==> src/rtl/sipo_word_capture.sv <==
// sipo_word_capture: frames the parallel output of a right-shift SIPO into
// DW-bit words and holds each word in a one-entry valid/ready buffer.
// Optional feature macro: SIPO_CAP_DROP_CNT_EN adds a saturating drop_cnt output.
module sipo_word_capture #(
    parameter  int DW = 4,
    localparam int CW = $clog2(DW)
) (
    input  logic          clk,
    input  logic          rst,
    input  logic          enb,
    input  logic          sof,
    input  logic [DW-1:0] sipo_data,
    output logic [DW-1:0] out_data,
    output logic          out_valid,
    input  logic          out_ready,
    output logic          ovf,
    input  logic          ovf_clr,
`ifdef SIPO_CAP_DROP_CNT_EN
    output logic [7:0]    drop_cnt,
`endif
    output logic [CW-1:0] bit_cnt
);

    // cap_pend marks that the SIPO finished a word on the previous edge; its
    // parallel output only shows that word now, so the snapshot happens here.
    logic cap_pend;
    logic capture;
    logic pop;
    logic drop;

    // A start-of-frame on the capture edge cancels the pending word.
    assign capture = cap_pend & ~sof;
    assign pop     = out_valid & out_ready;
    assign drop    = capture & out_valid & ~out_ready;

    // Bit counter and word-complete detection; sof re-aligns the frame.
    always_ff @(posedge clk or posedge rst) begin
        if (rst) begin
            bit_cnt  <= '0;
            cap_pend <= 1'b0;
        end else begin
            cap_pend <= 1'b0;
            if (sof) begin
                bit_cnt <= enb ? CW'(1) : '0;
            end else if (enb) begin
                if (bit_cnt == CW'(DW - 1)) begin
                    bit_cnt  <= '0;
                    cap_pend <= 1'b1;
                end else begin
                    bit_cnt <= bit_cnt + CW'(1);
                end
            end
        end
    end

    // One-entry holding buffer; pop and reload on the same edge leave no bubble.
    always_ff @(posedge clk or posedge rst) begin
        if (rst) begin
            out_data  <= '0;
            out_valid <= 1'b0;
        end else if (capture && (!out_valid || out_ready)) begin
            out_data  <= sipo_data;
            out_valid <= 1'b1;
        end else if (pop) begin
            out_valid <= 1'b0;
        end
    end

    // Sticky overflow flag; a drop on the same edge as a clear keeps it set.
    always_ff @(posedge clk or posedge rst) begin
        if (rst) begin
            ovf <= 1'b0;
        end else if (drop) begin
            ovf <= 1'b1;
        end else if (ovf_clr) begin
            ovf <= 1'b0;
        end
    end

`ifdef SIPO_CAP_DROP_CNT_EN
    // Saturating count of dropped words; a drop coinciding with a clear restarts at 1.
    always_ff @(posedge clk or posedge rst) begin
        if (rst) begin
            drop_cnt <= '0;
        end else if (drop) begin
            if (ovf_clr) begin
                drop_cnt <= 8'd1;
            end else if (drop_cnt != 8'hFF) begin
                drop_cnt <= drop_cnt + 8'd1;
            end
        end else if (ovf_clr) begin
            drop_cnt <= '0;
        end
    end
`endif

endmodule

==> config.mk <==
export PLATFORM = sky130hd
export DESIGN_NAME = sipo_word_capture
export DESIGN_NICKNAME = d
export VERILOG_FILES = /design/src/rtl/sipo_word_capture.sv
export SDC_FILE = /design/constraint.sdc
export NUM_CORES = 1
export LEC_CHECK = 0
export ABC_AREA = 1
export CELL_PAD_IN_SITES_DETAIL_PLACEMENT = 1
export CELL_PAD_IN_SITES_GLOBAL_PLACEMENT = 1
export CORE_MARGIN = 1.5
export CORE_UTILIZATION = 26
export CTS_BUF_LIST = sky130_fd_sc_hd__clkbuf_8
export CTS_CLUSTER_DIAMETER = 30
export DETAILED_ROUTE_END_ITERATION = 8
export GPL_ROUTABILITY_DRIVEN = 0
export GPL_TIMING_DRIVEN = 1
export PLACE_DENSITY = 0.85
export SLEW_MARGIN = 10
export SYNTH_ARGS = -nofsm -noshare
export SYNTH_HDL_FRONTEND = slang
export SYNTH_SLANG_ARGS = --single-unit
==> constraint.sdc <==
create_clock -name clk -period 0.95 [get_ports clk]
set_input_delay 0.19 -clock clk [delete_from_list [all_inputs] [get_ports clk]]
set_output_delay 0.19 -clock clk [all_outputs]
set_load 0.005 [all_outputs]
## After elaboration in Yosys (flattened, before gate mapping)

Index checks and enable logic that the tools add are counted.

| operators by class | value |
|---|---|
| add/subtract/negate cells | 1 |
| equality and inequality tests | 1 |
| multiplexer cells | 11 |
| bitwise gates (word level) | 6 |
| reduce and logical (&&, ||, !) cells | 6 |

Operators with widths:

| operator | number |
|---|---|
| $mux W1 | 8 |
| $mux W2 | 3 |
| $reduce_bool A2 Y1 | 3 |
| $and A1 B1 Y1 | 4 |
| $add A2 B1 Y2 const B | 1 |
| $eq A2 B2 Y1 const B | 1 |
| $not A1 Y1 | 2 |
| $logic_and A1 B1 Y1 | 1 |
| $logic_not A1 Y1 | 1 |
| $logic_or A1 B1 Y1 | 1 |

| word-level totals | value |
|---|---|
| bits in registers | 9 |
| input port bits | 10 |
| output and inout bits | 8 |
| word-level logic and storage cells | 30 |

## Depth between registers and ports, before layout

| depth | value |
|---|---|
| depth in word-level cells | 5 |
| depth in mapped cells | 5 |
| gate-level depth less buffers | 5 |

## Least setup slack after synthesis

Ideal clock, no wire load.

| path | value |
|---|---|
| path kind | register to register |
| start | register bit_cnt[0] |
| end | register bit_cnt[1] |
| setup time | 0.117 ns |
| arrival time | 0.797 ns |
| required time | 0.833 ns |
| slack | 0.037 ns |
| cell stages (with the launch flop) | 4 |
| buffers on the path | 0 |
| period minus slack after synthesis | 0.913 ns |
| path through | dfrtp_1 > ha_1 > nand3_1 > nand2_1 |

| between the ends | value |
|---|---|
| longest elaborated chain between the ends | 4 |
| elaborated cells on any way between the ends | 5 |
| classes of those cells | add/sub (1); eq/ne (1); mux (3) |

RTL lines:

| what | RTL line | source |
|---|---|---|
| start, declared | 21 | `output logic [CW-1:0] bit_cnt` |
| start signal, assigned | 44 | `bit_cnt <= enb ? CW'(1) : '0;` |
| start signal, assigned | 50 | `bit_cnt <= bit_cnt + CW'(1);` |
| $add A2 B1 Y2 or $eq A2 B2 Y1 (tied branches) | 50, 46 |  |
| $mux W2 * | 46 | `if (bit_cnt == CW'(DW - 1)) begin` |
| $mux W2 * | 45 | `end else if (enb) begin` |
| $mux W2 * | 43 | `if (sof) begin` |

Every way passes the cells marked *; elsewhere a longest branch is shown, timed or not. The select of a mux whose other input is x is not followed.
A chain may end at the register's enable or synchronous reset.

## Worst setup path in the final report

Same ends and word-level chain as after synthesis.

==> results.cfg <==
[floorplanning]
io_pins = 18
die_w_um = 41.44
design.core.area_um2 = 1334
die-area_um2 = 1717
start_util_pct = 28.80
rows = 13
die_h_um = 41.44

[placed_design]
preCtsSetupSlack_ns = -0.2709
hpwl_um = 843.4
portBuffers = 17
post_dp_cell_area_um2 = 625.6

[drt]
vias_per_cell = 4.495
ant_nets = 0
dr.pass1.iters = 2
vias = 409
drc = 0
routed_wl_mm = 1.162
first_iter_violations = 3
avgRoutedWirePerCell_um = 12.77

[clock_tree]
cts_made_buffers = 3
cts.clk_slew.worst_paths_ns = 0.05
cts_tree = built
cts_hold_buf = 0
worstSkewPairLatency_ns = 0.23
cts-root-buf = clkbuf_8
cts.sinks = 9
htreeDepth = 1
clockBufferDepth = 2

[power_and_ir_drop]
power.total_mw = 1.211
peakVddDrop_uv = 699.7
p_leak_nw = 0.3846
power-per-cell-area_nw_per_um2 = 1745

[status]
outcome = finished with violations
violations = negative setup slack

[final_layout]
utilization_pct = 52.06
final_cell_mix = nand2_1 (17), dfrtp_1 (9), buf_4 (9), clkdlybuf4s50_1 (8), buf_2 (7)
layout_commonest_cell = nand2_1
fill_cells = 170
drive_gt1_share_pct = 36.84
diodes = 0
multi_input_area_um2 = 163.9
fin_area_um2 = 694.4
fin_nets = 88
area.growth.synth_to_final_pct = 80.78
seq_area_um2 = 225.2

[run]
maxCapViolCount = 0

[logic_synthesis]
synth_cells = 44
synthesis.nets = 55
yosys_warnings = 0
ys_seq_elements = 9
yosysUniqueCellTypes = 9
ys_seq_area_share_pct = 58.63
syn_area_per_cell_um2 = 8.730
syn_area_um2 = 384.1

[global_route]
grt_max_degree = 10
grt_pass1_vias = 450
grt_use_total_pct = 16.50
grt_pass1_wl_mm = 2.070
antenna_found_initial = 0
grt_overflow = 0

[sta]
worst_slack_ns = -0.01007
post-route-period-util_pct = 101.1
worst_pin_slew_ns = 0.3519
slew_headroom_pct = 76.52
drv_slew = 0
period_minus_slack_ns = 0.9601
max_freq_mhz = 1042
finalHoldViolCount = 0
skew_ns = 0.004215
rsz0062_at_grt = yes
finalSetupViolCount = 2

[critical_path]
path_max_fanout = 2
cp_slowest_stage_delay_ns = 0.39
startpoint_type = register
cp_cell_sequence = buf_6, ha_4, nand3_2, nand2_1
crit_type = reg2reg
reg2reg_depth = 4
worst-r2r-setup-slack_ns = -0.01
regToRegEndpoint = bit_cnt[1]
crit_arrival_ns = 1.09
slowest_stage = dfrtp_1
timing.rr.start = bit_cnt[0]
end_kind = register
required_ns = 1.08

[hold_path]
hold_path.class = in2async
-- power breakdown --
| part | switching [mW] | internal (mW) | total [mW] |
|---|---|---|---|
| registers | 0.0277 | 0.440 | 0.468 |
| logic | 0.122 | 0.183 | 0.304 |
| clock network | 0.158 | 0.282 | 0.440 |
-- registers in the layout (all words and copies together), names as in the netlist --
name	cells
out_data	4
bit_cnt	2
cap_pend	1
out_valid	1
ovf	1
-- cell usage after synthesis --
master | instances | area [um2]
ha_1 | 1 | 12.51
nand2_2 | 1 | 6.260
nor2_4 | 1 | 11.26
nand3_1 | 5 | 25.02
o21ai_0 | 2 | 10.01
nor2_1 | 2 | 7.510
inv_1 | 5 | 18.77
nand2_1 | 18 | 67.56
dfrtp_1 | 9 | 225.2
-- final cells by class --
type	instances	area share, %
tap	15	2.703
clock buffer	3	5.946
clock inverter	1	0.5405
timing repair buffer	28	32.07
inverter	5	2.703
multi-input combinational	30	23.60
sequential	9	32.43
-- metal layers --
metal	share of wire [%]	up-vias	wire (um)	GRT usage, %
li1	-	200	-	-
met5	0	-	0	0
met1	39	196	448	17.68
met3	2.7	2	31	2.174
met4	1.6	0	19	11.61
met2	57	11	662	29.38
-- worst max-delay path, delay by kind of cell, from the launching register on --
family | cells | cell delay [ns]
AND/OR/NAND/NOR | 2 | 0.10
buffers and inverters | 1 | 0.13
adder cells (fa/ha/maj) | 1 | 0.23
flip-flops | 1 | 0.39
-- through the flow --
step	hold slack [ns]	cells	setup TNS [ns]
final	0.2231	91	-0.01071
after global routing	0.2619	91	-0.1194
after CTS	0.2362	90	-0.09143
after detailed placement	0.4772	83	-2.590
after global placement	0.4698	83	-2.087
after floorplan	0.01792	44	0
-- kinds of logic (layout without fill, tap and decap cells) --
kind of cell / Yosys count / in the layout / synth area share [%]
flip-flops: 9 / 9 / 58.63
buffers and inverters: 5 / 37 / 4.887
AO/OA/AOI/OAI: 2 / 2 / 2.606
adder cells (fa/ha/maj): 1 / 1 / 3.257
AND/OR/NAND/NOR: 27 / 27 / 30.62
-- worst max-delay path by stage --
stage               startpoint     endpoint  slack, ns  cells after the start
floorplan           bit_cnt[0]   bit_cnt[1]       0.04                      3
global placement           sof  out_data[0]      -0.20                      5
detailed placement         sof          ovf      -0.27                      4
CTS                 bit_cnt[0]   bit_cnt[0]      -0.06                      1
global route        bit_cnt[1]   bit_cnt[0]      -0.04                      5
finish              bit_cnt[0]   bit_cnt[1]      -0.01                      4
-- what timing repair did --
item,in CTS,in global routing
setup endpoints to repair,15,14
endpoints found under the hold margin,0,0
resized for setup,35,6
pin swaps,2,2
gates cloned,0,0
setup buffers,3,1
(Power assumes the default switching activity.)
